--- config.mk ---
export PLATFORM = sky130hd
export DESIGN_NAME = quad_enc_dec
export DESIGN_NICKNAME = d
export VERILOG_FILES = /design/src/rtl/quad_enc_dec_pkg.sv /design/src/rtl/quad_enc_dec_glitch_filter.sv /design/src/rtl/quad_enc_dec.sv
export SDC_FILE = /design/constraint.sdc
export NUM_CORES = 1
export LEC_CHECK = 0
export ABC_AREA = 1
export BUFFER_PORTS_ARGS = -buffer_cell sky130_fd_sc_hd__buf_4
export CAP_MARGIN = 20
export CORE_MARGIN = 5
export CORE_UTILIZATION = 60
export DETAILED_ROUTE_END_ITERATION = 6
export GPL_ROUTABILITY_DRIVEN = 0
export GPL_TIMING_DRIVEN = 0
export PLACE_DENSITY = 0.8
export SYNTH_ARGS = -nofsm -noshare
export SYNTH_HDL_FRONTEND = slang
export SYNTH_SLANG_ARGS = --single-unit
--- constraint.sdc ---
create_clock -name clk -period 7 [get_ports clk]
set_input_delay 1.05 -clock clk [delete_from_list [all_inputs] [get_ports clk]]
set_output_delay 1.05 -clock clk [all_outputs]
set_load 0.03 [all_outputs]
--- src/rtl/quad_enc_dec_pkg.sv ---
// Shared quadrature-phase definitions and the transition classifier used by
// the decoder (and any future encoder model).
package QuadEnc;

   typedef enum logic [1:0] {
      PH00 = 2'b00,
      PH01 = 2'b01,
      PH10 = 2'b10,
      PH11 = 2'b11
   } phase_t;

   // Returns {fwd, rev, illegal}. Forward order is 00->10->11->01->00,
   // i.e. next = {~B, A}; any single-bit change that is not forward is reverse.
   function automatic logic [2:0] step_dir(input phase_t prev, input phase_t cur);
      logic [1:0] w_p;
      logic [1:0] w_c;
      logic [1:0] w_fwd_next;
      logic [2:0] w_res;
      w_p        = prev;
      w_c        = cur;
      w_fwd_next = {~w_p[0], w_p[1]};
      w_res      = 3'b000;
      if (w_p == w_c)
         w_res = 3'b000;
      else if ((w_p ^ w_c) == 2'b11)
         w_res = 3'b001;
      else if (w_c == w_fwd_next)
         w_res = 3'b100;
      else
         w_res = 3'b010;
      return w_res;
   endfunction

endpackage

--- src/rtl/quad_enc_dec_glitch_filter.sv ---
// Two-flop synchronizer followed by a persistence filter: the output only
// follows the synchronized input after it has differed for FILT_CYC cycles.
module glitch_filter #(
   parameter int FILT_CYC = 8
) (
   input  logic clk,
   input  logic rst,
   input  logic d,
   output logic q
);

   localparam int FC_W = (FILT_CYC > 1) ? $clog2(FILT_CYC) : 1;
   localparam logic [FC_W-1:0] FC_LAST = FC_W'(FILT_CYC - 1);

   logic            r_s1;
   logic            r_s2;
   logic            r_q;
   logic [FC_W-1:0] r_fc;

   always_ff @(posedge clk) begin
      if (!rst) begin
         r_s1 <= 1'b0;
         r_s2 <= 1'b0;
         r_q  <= 1'b0;
         r_fc <= '0;
      end else begin
         r_s1 <= d;
         r_s2 <= r_s1;
         // Any return to the accepted value restarts the persistence count.
         if (r_s2 == r_q) begin
            r_fc <= '0;
         end else if (r_fc == FC_LAST) begin
            r_q  <= r_s2;
            r_fc <= '0;
         end else begin
            r_fc <= r_fc + 1'b1;
         end
      end
   end

   assign q = r_q;

endmodule

--- src/rtl/quad_enc_dec.sv ---
// Quadrature decoder top: filtered A/B, 4x transition decode, wrapping signed
// position counter with one-cycle step/error pulses and a sticky error flag.
module quad_enc_dec
   import QuadEnc::*;
#(
   parameter int CNT_W    = 16,
   parameter int FILT_CYC = 8
) (
   input  logic                    clk,
   input  logic                    rst,
   input  logic                    a,
   input  logic                    b,
   input  logic                    clr,
   output logic signed [CNT_W-1:0] pos,
   output logic                    inc,
   output logic                    dec,
   output logic                    err,
   output logic                    err_flag
);

   logic       w_a_f;
   logic       w_b_f;
   phase_t     w_cur;
   logic [2:0] w_dir;

   phase_t                  r_prev;
   logic signed [CNT_W-1:0] r_pos;
   logic                    r_inc;
   logic                    r_dec;
   logic                    r_err;
   logic                    r_err_flag;

   glitch_filter #(.FILT_CYC(FILT_CYC)) u_filt_a (
      .clk (clk),
      .rst (rst),
      .d   (a),
      .q   (w_a_f)
   );

   glitch_filter #(.FILT_CYC(FILT_CYC)) u_filt_b (
      .clk (clk),
      .rst (rst),
      .d   (b),
      .q   (w_b_f)
   );

   assign w_cur = phase_t'({w_a_f, w_b_f});
   assign w_dir = step_dir(r_prev, w_cur);

   always_ff @(posedge clk) begin
      if (!rst) begin
         r_prev     <= PH00;
         r_pos      <= '0;
         r_inc      <= 1'b0;
         r_dec      <= 1'b0;
         r_err      <= 1'b0;
         r_err_flag <= 1'b0;
      end else begin
         r_prev <= w_cur;
         r_inc  <= w_dir[2];
         r_dec  <= w_dir[1];
         r_err  <= w_dir[0];
         // clr wins over a coincident step; the pulse itself is still reported.
         if (clr) begin
            r_pos      <= '0;
            r_err_flag <= 1'b0;
         end else begin
            if (w_dir[2])
               r_pos <= r_pos + CNT_W'(1);
            else if (w_dir[1])
               r_pos <= r_pos - CNT_W'(1);
            if (w_dir[0])
               r_err_flag <= 1'b1;
         end
      end
   end

   assign pos      = r_pos;
   assign inc      = r_inc;
   assign dec      = r_dec;
   assign err      = r_err;
   assign err_flag = r_err_flag;

endmodule
=== Yosys cells after proc, flatten, opt, wreduce, memory -nomap -nowiden ===
Index checks and enable logic that the tools add are counted.

* Register bits after elaboration: 34
* Output and inout bits: 20
* Logic and storage cells: 41

* $add $sub $neg: 4
* Eq/ne operators: 7
* Multiplexer cells: 5
* Bitwise operators: 5
* Reductions and logical operators: 6

{| class="wikitable"
|+ Operator list
! cell !! number
|-
| $mux 16 || 2
|-
| $add 16x2->16 const B || 1
|-
| $sub 16x2->16 const B || 1
|-
| $mux 3 || 3
|-
| $add 3x1->3 const B || 2
|-
| $eq 3x3->1 const B || 2
|-
| $reduce_or 3->1 || 2
|-
| $eq 2x2->1 || 2
|-
| $not 1->1 || 4
|-
| $reduce_and 2->1 || 2
|-
| $eq 1x1->1 || 2
|-
| $eq 2x2->1 const B || 1
|-
| $reduce_bool 2->1 || 1
|-
| $reduce_or 2->1 || 1
|-
| $xor 2x2->2 || 1
|}

=== Logic depth before layout (Yosys ltp) ===
Gate-level depths: netlist of the first run.

* Depth after elaboration: 7
* Gate-level depth with buffers: 15
* Depth with buffers taken out: 15

=== Hierarchy ===
A second synthesis of the first run with hierarchy kept.

* Cells, all modules: 322
* Area, all modules: 2137.0 um^2

{| class="wikitable"
|+ By module, submodules not included
! module !! instances !! cells an instance !! area an instance (um^2) !! seq. area each (um^2)
|-
| quad_enc_dec || 1 || 266 || 1679.1 || 440.4
|-
| glitch_filter || 2 || 28 || 229.0 || 120.1
|}

=== Worst setup path before layout of the first run ===
OpenSTA, ideal clock, no wires.

* Path kind: register -> register
* Start point: register u_filt_a.r_q, in the netlist u_filt_a.q
* End point: register r_pos[14], in the netlist pos[14]
* Setup time: 0.109 ns
* Arrival: 2.180 ns
* Slack: 4.711 ns
* Stages on the path, launching flop included: 13
* Buffers on the path: 0
* Period minus slack after synthesis: 2.289 ns
* Cell sequence: dfxtp_1 > xor2_1 > nand2_1 > ha_1 > nand2_1 > inv_1 > nand3_1 > o21ai_0 > nand2_1 > nand3_1 > nand3_1 > nand2_1 > inv_1

* Word-level cells in the longest chain between the ends: 5

{| class="wikitable"
|+ RTL lines
! item !! line !! text
|-
| start, declared || quad_enc_dec_glitch_filter.sv:17 || <nowiki>logic r_q;</nowiki>
|-
| start signal, assigned || quad_enc_dec_glitch_filter.sv:33 || <nowiki>r_q <= r_s2;</nowiki>
|-
| $eq 2x2->1 or $xor 2x2->2 (tied branches) || quad_enc_dec_pkg.sv:27, quad_enc_dec_pkg.sv:25 ||
|-
| $mux 3 or $eq 2x2->1 (tied branches) || quad_enc_dec_pkg.sv:27, quad_enc_dec_pkg.sv:25 ||
|-
| $mux 3 || quad_enc_dec_pkg.sv:25 || <nowiki>else if ((w_p ^ w_c) == 2'b11)</nowiki>
|-
| $mux 3 (*) || quad_enc_dec_pkg.sv:23 || <nowiki>if (w_p == w_c)</nowiki>
|-
| $mux 16 or $reduce_bool 2->1 (tied branches) || n/a ||
|-
| end signal, assigned || quad_enc_dec.sv:69 || <nowiki>r_pos <= r_pos + CNT_W'(1);</nowiki>
|-
| end signal, assigned || quad_enc_dec.sv:71 || <nowiki>r_pos <= r_pos - CNT_W'(1);</nowiki>
|-
| end, declared || quad_enc_dec.sv:27 || <nowiki>logic signed [CNT_W-1:0] r_pos;</nowiki>
|}

Every way passes the cells marked *; elsewhere a longest branch is shown, timed or not.
A chain may end at the register's enable or synchronous reset.

=== Worst setup path after layout of the first run ===
Same ends and word-level chain as after synthesis.

==> results by stage, run 1 <==
Cells and area:
- The fill cell total of the finished layout is around 330.
- The filler-free cell count of the finished design is around 390.
- The antenna diode count is 0.
- The layout net count is around 370.
- The layout overhead on the synthesized area is 14.6%.
- The post-route netlist has between 10% and 20% of its cells at a drive strength greater than 1.
- The sequential standard cell area is roughly 680 sq um.
- The area of the multi-input gates is about 0.0011 sq mm.

CTS:
- Clock latency on the worst-skew pair, taken at its later pin, is approximately 0.35 ns.
- The H-tree was split into 2 levels.
- After clock tree synthesis, the clock-pin slew on the worst setup and hold paths is approximately 0.11 ns.
- The root buffer cell is sky130_fd_sc_hd__clkbuf_4.
- Counting along the longest clock path gives a buffer depth of 2.
- The post-CTS setup-driven buffer insertion count is 0.
- The TritonCTS buffer count is 5.
- For this design, the sink count on the clock tree is 34.
- In this run, post-CTS repair resized a total of 0 instances.
- The CTS tree is yes.
- After clock tree synthesis, the flow added hold-fix buffers numbering 0.

Placed design:
- The number of placed instances, taps included, is between 300 and 400.
- The count of port buffers added during placement is 24.
- The HPWL after detailed placement is 3120 um.

Job:
- The max-capacitance violation count is 0.

Timing:
- The final clock period utilization by the worst path is 41.0%.
- Setup repair after global routing left no endpoint under its margin.
- The clock period minus worst slack is ~2.9 ns.
- Static timing analysis puts the maximum clock frequency at around 350 MHz.
- The setup total negative slack is 0 ns.
- The final setup violation count is 0.
- The final hold slack is 0.430 ns.
- Between clock sinks in the finished design, the worst skew comes to around 0.0075 ns.
- The worst pin sits at a relative slew slack of roughly 48%.
- The final number of hold-violating endpoints came to 0.
- The slew of the pin with the lowest slew margin is 0.778 ns.
- The final-report max-slew violation count was 0.

Detailed routing:
- The via count normalized by instance count is 4.89.
- The detailed router's first-iteration violation count is 115.
- The count of antenna-violating nets left after detailed routing is 0.
- For this run, design rule violations remaining after detail routing come to 0.
- In the final routed layout, each cell accounts on average for approximately 11 um.
- The wire length after detailed routing is about 4300 um.
- The via count is roughly 1900.
- The number of iterations in the first detailed-routing pass is 4.

Setup path:
- The end point of the critical path is pos[14]$_SDFFE_PP0P_.
- The delay of the slowest critical-path stage is between 0.5 and 0.6 ns.
- Traced cell by cell, the critical path runs through xor2_1, nand2_1, ha_1, nand2_1, inv_1, nand3_1, o21ai_0, nand2_1, nand3_1, nand3_1, nand2_1, inv_1.
- The cell type group with the largest total delay on the critical path is simple AND/OR/NAND/NOR gates.
- Data on the critical path is required at its endpoint by 7.26 ns.
- Counting buffers and inverters, the worst setup path is 12 cells deep.
- For this design, the slowest cell found on the critical path is sky130_fd_sc_hd__ha_1.
- In this run the worst path has a maximum fanout of 18.
- The arrival time of data at the critical path endpoint is approximately 3.1 ns.
- The critical path starts at u_filt_a.q$_SDFFE_PN0P_.
- Among the stages of the critical path, the cell type that occurs most often is sky130_fd_sc_hd__nand2_1.
- For flop-to-flop paths, the worst setup slack is 4.13 ns.
- The count of cells along the worst register-to-register path is 12.
- The critical path contains buffers and inverters numbering 2 combined.
- By startpoint and endpoint, the worst setup path is classified as flip-flop to flip-flop.
- STA classifies the critical path startpoint as a flip-flop.
- In this run the critical register-to-register path is captured at pos[14]$_SDFFE_PP0P_.
- The endpoint class of the critical path is a flip-flop.
- The critical register-to-register path startpoint is u_filt_a.q$_SDFFE_PN0P_.

Logic synthesis:
- The warning count from the yosys run is 0.
- By count the netlist is led by sky130_fd_sc_hd__nand2_1, sky130_fd_sc_hd__inv_1, sky130_fd_sc_hd__dfxtp_1, sky130_fd_sc_hd__nor2_1, sky130_fd_sc_hd__a21oi_1.
- Counting every net in the synthesized netlist gives 336.
- The library cell occupying the most area in the post-synthesis netlist is sky130_fd_sc_hd__dfxtp_1.
- Of all flip-flops after synthesis, the portion carrying an async set or reset was 0%.
- The portion of synthesized cell area occupied by the leading cell type is approximately 33%.
- Synthesis instantiated 27 different standard cells from the library.
- In the post-synthesis netlist, the biggest area contributors are sky130_fd_sc_hd__dfxtp_1, sky130_fd_sc_hd__nand2_1, sky130_fd_sc_hd__ha_1, sky130_fd_sc_hd__inv_1, sky130_fd_sc_hd__a21oi_1.
- For this run, the register share of the synthesized area comes to between 30% and 40%.
- The predominant post-synthesis flop cell is sky130_fd_sc_hd__dfxtp_1.
- The cell count after synthesis came out at 311.
- In this run the mean area of a mapped cell was 6.73 sq um.
- The flop and latch count out of synthesis is 34.
- The most frequent cell after synthesis is sky130_fd_sc_hd__nand2_1.
- The netlist area before placement is about 0.0021 sq mm.
- In this run, synthesis inferred 0 flip-flops with an integrated enable.

Floorplan:
- The floorplan step defined a core boundary enclosing 0.00336 sq mm.
- 25 I/O pins were placed.
- The die height is a little under 70 um.
- The full die area is 0.00477 sq mm.
- The effective utilization at floorplan is between 60 and 70%.
- The row count is 21.
- The floorplan die width is slightly below 70 um.

Power and ir drop:
- The maximum vdd ir drop is around 0.11 mV.
- The power density relative to cell area is between 100 and 150 mW/mm^2.
- The static leakage is 1.41 nW.
- After layout, the design draws a total of 325 uW.

Global route:
- Entering global routing, the biggest net connects 19 pins.
- The via count of the first global-routing pass is between 1500 and 2000.
- Global routing consumed, over all layers together, between 10% and 20% of the routing resources.
- The total congestion overflow after global routing is 0.
- The initial antenna violation count is 0.
- The first global-routing pass estimated 7310 um of wire.

Status:
- The flow ran to the end, and the final reports show no timing, DRC or antenna violations.

Worst hold path:
- The tightest min-delay check is of the flip-flop to flip-flop type.
[worst register-to-register path: stages, from the launching register on]
cell	delay, ns
sky130_fd_sc_hd__dfxtp_1	0.45
sky130_fd_sc_hd__xor2_1	0.20
sky130_fd_sc_hd__nand2_1	0.50
sky130_fd_sc_hd__ha_1	0.60
sky130_fd_sc_hd__nand2_1	0.09
sky130_fd_sc_hd__inv_1	0.08
sky130_fd_sc_hd__nand3_1	0.06
sky130_fd_sc_hd__o21ai_0	0.37
sky130_fd_sc_hd__nand2_1	0.14
sky130_fd_sc_hd__nand3_1	0.11
sky130_fd_sc_hd__nand3_1	0.08
sky130_fd_sc_hd__nand2_1	0.07
sky130_fd_sc_hd__inv_1	0.03
[stage by stage]
step	utilization (%)	instance area (sq um)	worst slack, ns
2_1_floorplan	-	2090	4.71
3_3_place_gp	69.3	2330	4.17
3_5_place_dp	69.3	2330	4.16
4_1_cts	71.3	2400	4.13
5_1_grt	71.3	2400	3.92
6_report	71.3	2400	4.13
[cell usage in the layout (no fill, tap or decap), drive strengths merged]
| master | instances |
|---|---|
| nand2b | 1 |
| ha | 19 |
| dfxtp | 34 |
| buf | 27 |
| nor2 | 24 |
| nand3b | 3 |
| nand3 | 19 |
| clkbuf | 8 |
| fa | 1 |
| o21ai | 16 |
| nor3 | 3 |
| or2 | 3 |
| nand4 | 1 |
| and2 | 2 |
| inv | 64 |
| xor2 | 5 |
| xnor2 | 4 |
| nand2 | 80 |
| o21bai | 4 |
| a21oi | 21 |
| o211ai | 3 |
| clkinvlp | 1 |
[where the power goes]
group	switching [mW]	leakage [nW]	internal, mW
clock network	0.0730	0.0349	0.0501
registers	0.000639	0.275	0.195
logic	0.00420	1.10	0.00267
[kinds of logic (layout without fill, tap and decap cells)]
logic type	count (synthesis)	count (layout)	share of synthesized area [%]
buf+inv	68	100	12.8
xor+xnor	9	9	3.77
simple gates	136	136	27.2
compound gates	44	44	11.4
flops	34	34	32.5
fa+ha+maj	20	20	12.3
[worst min-delay path by stage]
stage	depth (start not counted)	slack, ns	startpoint	endpoint
6_report	1	0.43	u_filt_a.r_fc[0]$_SDFF_PP0_	u_filt_a.r_fc[0]$_SDFF_PP0_
5_1_grt	2	0.46	u_filt_a.r_s1$_SDFF_PN0_	u_filt_a.r_s2$_SDFF_PN0_
4_1_cts	1	0.44	u_filt_b.r_fc[0]$_SDFF_PP0_	u_filt_b.r_fc[0]$_SDFF_PP0_
3_5_place_dp	2	0.41	u_filt_a.r_s1$_SDFF_PN0_	u_filt_a.r_s2$_SDFF_PN0_
3_3_place_gp	2	0.41	u_filt_a.r_s1$_SDFF_PN0_	u_filt_a.r_s2$_SDFF_PN0_
2_1_floorplan	2	0.39	u_filt_a.r_s1$_SDFF_PN0_	u_filt_a.r_s2$_SDFF_PN0_
[sequential cells by signal (all words and copies together), names as in the netlist, 2 cells and up]
signal	cells
pos	16
u_filt_a.r_fc	3
u_filt_b.r_fc	3
r_prev	2
[routing by layer]
metal | GRT usage, % | vias up | part of all wire, %
met5 | 0 | - | 0
met4 | 8.46 | 0 | 1.8
met3 | 4.51 | 6 | 3.9
met2 | 32.5 | 26 | 48
met1 | 21.2 | 841 | 46
li1 | - | 1029 | -
[final cells by class]
type	instances	area share, %
clock inverter	2	0.678
tap	46	2.40
buffer	5	1.30
inverter	63	9.86
sequential	34	28.4
clock buffer	6	2.14
timing repair buffer	24	7.52
multi-input combinational	209	47.7
No activity file was read; power rests on OpenSTA's default activity.
==> inputs of run 2 (changes only) <==
--- a/config.mk
+++ b/config.mk
@@ -5,15 +5,15 @@
 export SDC_FILE = /design/constraint.sdc
 export NUM_CORES = 1
 export LEC_CHECK = 0
-export ABC_AREA = 1
+export ABC_AREA = 0
 export BUFFER_PORTS_ARGS = -buffer_cell sky130_fd_sc_hd__buf_4
 export CAP_MARGIN = 20
 export CORE_MARGIN = 5
-export CORE_UTILIZATION = 60
+export CORE_UTILIZATION = 57
 export DETAILED_ROUTE_END_ITERATION = 6
 export GPL_ROUTABILITY_DRIVEN = 0
 export GPL_TIMING_DRIVEN = 0
-export PLACE_DENSITY = 0.8
+export PLACE_DENSITY = 0.77
 export SYNTH_ARGS = -nofsm -noshare
 export SYNTH_HDL_FRONTEND = slang
 export SYNTH_SLANG_ARGS = --single-unit
==> constraint.sdc (replaced) <==
create_clock -name clk -period 2.85 [get_ports clk]
set_input_delay 0.4275 -clock clk [delete_from_list [all_inputs] [get_ports clk]]
set_output_delay 0.4275 -clock clk [all_outputs]
set_load 0.03 [all_outputs]
==> run 2 against run 1 <==
Effect of this change:
- core utilization grew 0.53 points
- setup slack lost 4.0 ns
- final area shrank 1.6%
- power grew to 2.6 times the previous value
- die area shrank 4.0%
- cell count shrank 24%
- synthesized cell count shrank 32%
- synthesized area shrank 9.4%
- global-route usage shrank 0.13 points
- count of clock-buffer cells in the layout shrank 1
- critical path depth grew 1
- first-iteration DRC count shrank 35%
- largest power group unchanged
==> results by stage, run 2 <==
Logic synthesis:
- The count of different cell masters after synthesis came to 41 (+52%).
- By area the synthesized netlist is led by sky130_fd_sc_hd__dfxtp_1, sky130_fd_sc_hd__ha_1, sky130_fd_sc_hd__xnor2_1, sky130_fd_sc_hd__and2_1, sky130_fd_sc_hd__nand2_1.
- In the synthesized netlist, the cells that appear most often are sky130_fd_sc_hd__dfxtp_1, sky130_fd_sc_hd__ha_1, sky130_fd_sc_hd__nand2_1, sky130_fd_sc_hd__nor2_1, sky130_fd_sc_hd__xnor2_1.
- The net count of the mapped netlist is 238 (-29%).
- The proportion of synthesized chip area in sequential cells is 35.9% (+3.4 points).
- The netlist area before placement is 0.00189 sq mm (-9.4%).
- The most frequent cell after synthesis is sky130_fd_sc_hd__dfxtp_1.
- The library cell occupying the most area in the post-synthesis netlist is sky130_fd_sc_hd__dfxtp_1.
- The average instance area after synthesis is 8.89 sq um (+32%).
- For this run, the leading register cell type out of synthesis is sky130_fd_sc_hd__dfxtp_1.
- The number of flops mapped to enable cells by yosys is 0 (unchanged).
- The portion of synthesized cell area occupied by the leading cell type was 35.9% (+3.4 points).
- The warning count from the yosys run is 0 (unchanged).
- The flop and latch count out of synthesis is 34 (unchanged).
- The synthesized instance count is 213 (-32%).
- The share of synthesized flip-flops with an asynchronous set or reset is 0% (unchanged).

Power and ir drop:
- The sequential share of power is 56.5% (-3.6 points).
- The power density relative to cell area is 360 mW/mm^2 (+170%).
- The combinational cell fraction of total power was 2.1% (about the same).
- The internal power summed over all cells is 668 uW (+170%).
- The post-route total power is 849 uW (+160%).
- The static leakage was 1.03 nW (-27%).
- The net switching power figure is 181 uW (+130%).
- The maximum vdd ir drop is 0.303 mV (+180%).
- The proportion of total power due to net switching came to 21.3% (-2.6 points).
- The part of the power in the clock network was 41.4% (+3.6 points).

Status:
- The flow ran to the end, and the final reports show no timing, DRC or antenna violations.

Setup path:
- The largest fanout on the critical path is 8 (-10).
- STA classifies the critical path endpoint as a flip-flop.
- The data required time of the worst path is 3.10 ns (-4.16 ns).
- The worst reg-to-reg setup slack was 0.09 ns (-4.04 ns).
- The critical register-to-register path startpoint is u_filt_a.q$_SDFFE_PN0P_.
- The count of cells along the worst register-to-register path came to 13 (+1).
- The end point of the critical path is pos[11]$_SDFFE_PP0P_.
- In this run the critical register-to-register path is captured at pos[11]$_SDFFE_PP0P_.
- The arrival time of data at the critical path endpoint is 3.02 ns (-0.11 ns).
- The critical path in this run is classified as flip-flop to flip-flop.
- The kind of launch point of the worst setup path is a flip-flop.
- In this run the worst setup path begins at u_filt_a.q$_SDFFE_PN0P_.

CTS:
- The number of buffers added to fix hold violations after cts came to 0 (unchanged).
- The root buffer cell is sky130_fd_sc_hd__clkbuf_4.
- The clock latency of the later-clocked register in the worst-skew pair is 0.35 ns (about the same).
- The number of levels in the clock H-tree was 2 (unchanged).
- The deepest clock path buffer count came to 2 (unchanged).
- The clock-pin slew on the worst setup and hold paths is 0.11 ns (about the same).
- The TritonCTS buffer count is 5 (unchanged).
- TritonCTS built the clock tree.
- The number of sinks handled by clock tree synthesis is 34 (unchanged).

Floorplan:
- The full die area was 0.00458 sq mm (-4.0%).
- The die height was 67.7 um (-2.0%).
- The floorplan die width is 67.7 um (-2.0%).
- The number of top-level design ports was 25 (unchanged).
- The row count is 21 (unchanged).
- The effective utilization at floorplan is 57.7% (-4.5 points).
- The total core area is 0.00328 sq mm (-2.3%).

Global route:
- The pin count of the biggest net entering global routing is 17 (-2).
- The initial antenna violation count came to 0 (unchanged).
- The wire length of the first global-routing pass is 6320 um (-14%).
- The global-route usage over all layers came to 18.5% (-0.13 points).
- The total congestion overflow after global routing is 0 (unchanged).
- The via count of the first global-routing pass is 1418 (-18%).

Detailed routing:
- The remaining design rule violation count is 0 (unchanged).
- The via count is 1606 (-16%).
- The via count normalized by instance count is 5.44 (+11%).
- The detailed router's first-iteration violation count came to 75 (-35%).
- The wire length after detailed routing is 4010 um (-6.7%).
- The number of iterations in the first detailed-routing pass is 4 (unchanged).
- The detail-routed net length per standard cell was 13.6 um (+23%).
- The count of antenna-violating nets left after detailed routing was 0 (unchanged).

Cells and area:
- Relative to the synthesized area, the layout overhead comes to 24.5%.
- The fill cell total of the finished layout was 260 (-21%).
- The antenna diode count is 0 (unchanged).
- The post-layout utilization of the core was 71.8% (+0.53 points).
- The filler-free cell count of the finished design came to 295 (-24%).
- The layout net count is 273 (-26%).
- The share of cells above drive strength 1 is 24.9% (+14 points).
- In the layout the commonest cells are sky130_fd_sc_hd__dfxtp_1, sky130_fd_sc_hd__buf_4, sky130_fd_sc_hd__nand2_1, sky130_fd_sc_hd__nor2_1, sky130_fd_sc_hd__ha_1.
- The flip-flop count of the largest register after layout came to 16 (unchanged).
- The library cell used most frequently in the layout, excluding fill and tap cells, is sky130_fd_sc_hd__dfxtp_1.

Placed design:
- The HPWL after detailed placement is 2690 um (-14%).
- The number of cells after detailed placement is 283 (-26%).
- The count of port buffers added during placement is 24 (unchanged).

Timing:
- The final clock period utilization by the worst path is 97.0% (+56 points).
- The slew of the pin with the lowest slew margin is 0.588 ns (-0.190 ns).
- The maximum clock frequency was 362 MHz (+3.9%).
- The worst clock skew is 0.0151 ns (+0.00756 ns).
- The final setup violation count is 0 (unchanged).
- The final number of hold-violating endpoints is 0 (unchanged).
- The final hold slack is 0.286 ns (-0.144 ns).
- The final-report max-slew violation count came to 0 (unchanged).
- The worst relative slew slack is 60.8% (+13 points).
- The clock period minus worst slack is 2.76 ns (-0.107 ns).
- The setup total negative slack is 0 ns (unchanged).

Worst hold path:
- The worst hold path belongs to the class input pin to flip-flop.

Job:
- The max-capacitance violation count is 0 (unchanged).
## run 2: changes by cell type after synthesis, moves of 4 or more
cell,previous run,this run
sky130_fd_sc_hd__a21oi_1,21,10
sky130_fd_sc_hd__xnor2_1,4,13
sky130_fd_sc_hd__nand3_1,19,8
sky130_fd_sc_hd__a31oi_1,0,5
sky130_fd_sc_hd__a21o_1,0,5
sky130_fd_sc_hd__inv_1,62,5
sky130_fd_sc_hd__and2_1,2,11
sky130_fd_sc_hd__nor2_1,24,16
sky130_fd_sc_hd__nand2_1,79,18
sky130_fd_sc_hd__and3_1,0,4
sky130_fd_sc_hd__nor2b_1,0,7
## run 2: through the flow
stage / cell area (sq um) / setup WS [ns]
6_report: 2360 / 0.0854
5_1_grt: 2360 / -0.0373
4_1_cts: 2220 / 0.0766
3_3_place_gp: 2130 / -0.164
3_5_place_dp: 2130 / -0.172
2_1_floorplan: 1890 / 0.161
## run 2: final cells by class
type	count	area (sq um)	area share (%)
Multi-Input combinational cell	168	1270	53.8
Sequential cell	34	682	28.9
Timing Repair Buffer	29	225	9.55
Tap cell	46	57.6	2.44
Clock inverter	3	40.0	1.70
Clock buffer	5	37.5	1.59
Buffer	5	23.8	1.01
Inverter	5	23.8	1.01
## run 2: worst min path at each step
stage / start / to / slack [ns] / cells after the start
after detailed placement: u_filt_a.r_fc[0]$_SDFF_PP0_ / u_filt_a.r_fc[0]$_SDFF_PP0_ / 0.41 / 1
final: a / u_filt_a.r_s1$_SDFF_PN0_ / 0.29 / 2
after CTS: a / u_filt_a.r_s1$_SDFF_PN0_ / 0.28 / 2
after global routing: a / u_filt_a.r_s1$_SDFF_PN0_ / 0.26 / 2
after global placement: u_filt_b.r_fc[0]$_SDFF_PP0_ / u_filt_b.r_fc[0]$_SDFF_PP0_ / 0.41 / 1
after floorplan: u_filt_a.r_fc[0]$_SDFF_PP0_ / u_filt_a.r_fc[0]$_SDFF_PP0_ / 0.40 / 1
## run 2: power by group through the flow
stage / combinational, mW / clock [mW] / sequential (mW)
final: 0.0180 / 0.351 / 0.480
after global routing: 0.0200 / 0.386 / 0.480
after CTS: 0.0181 / 0.361 / 0.480
after detailed placement: 0.0182 / 0 / 0.491
after global placement: 0.0179 / 0 / 0.491
after floorplan: 0.00963 / 0 / 0.490
## run 2: cells by family after synthesis
family | count (synthesis) | share of synthesized area (%)
XOR/XNOR | 19 | 8.78
multiplexers | 2 | 1.06
flip-flops | 34 | 35.9
buffers and inverters | 11 | 2.51
adder cells (fa/ha/maj) | 20 | 13.6
AND/OR/NAND/NOR | 81 | 22.3
AO/OA/AOI/OAI | 46 | 15.9
## run 2: worst max-delay path, cell delays in order (launching register included)
cell and delay, ns:
sky130_fd_sc_hd__dfxtp_1 0.31, sky130_fd_sc_hd__buf_4 0.16, sky130_fd_sc_hd__xnor2_2 0.16, sky130_fd_sc_hd__nor2_4 0.15, sky130_fd_sc_hd__clkinv_4 0.14, sky130_fd_sc_hd__buf_8 0.17
sky130_fd_sc_hd__ha_4 0.26, sky130_fd_sc_hd__and3_1 0.18, sky130_fd_sc_hd__a22o_1 0.24, sky130_fd_sc_hd__a21o_2 0.21, sky130_fd_sc_hd__o2111ai_1 0.19, sky130_fd_sc_hd__nand2_1 0.09
sky130_fd_sc_hd__xnor2_1 0.15, sky130_fd_sc_hd__a211oi_1 0.25
## run 2: routing by layer
layer  wire length [um]  vias to the layer above  GRT usage (%)
li1                   -                      814              -
met1               1740                      752           23.1
met2               2030                       34           30.3
met3                181                        6           4.99
met4                 56                        0           6.84
met5                  0                        -              0
## run 2: repair_timing
| action | 4_1_cts | 5_1_grt |
|---|---|---|
| pin swaps | 0 | 6 |
| setup buffers | 0 | 5 |
| gates resized for setup | 4 | 20 |
| endpoints found under the setup margin | 3 | 3 |
| hold endpoints to repair | 0 | 0 |
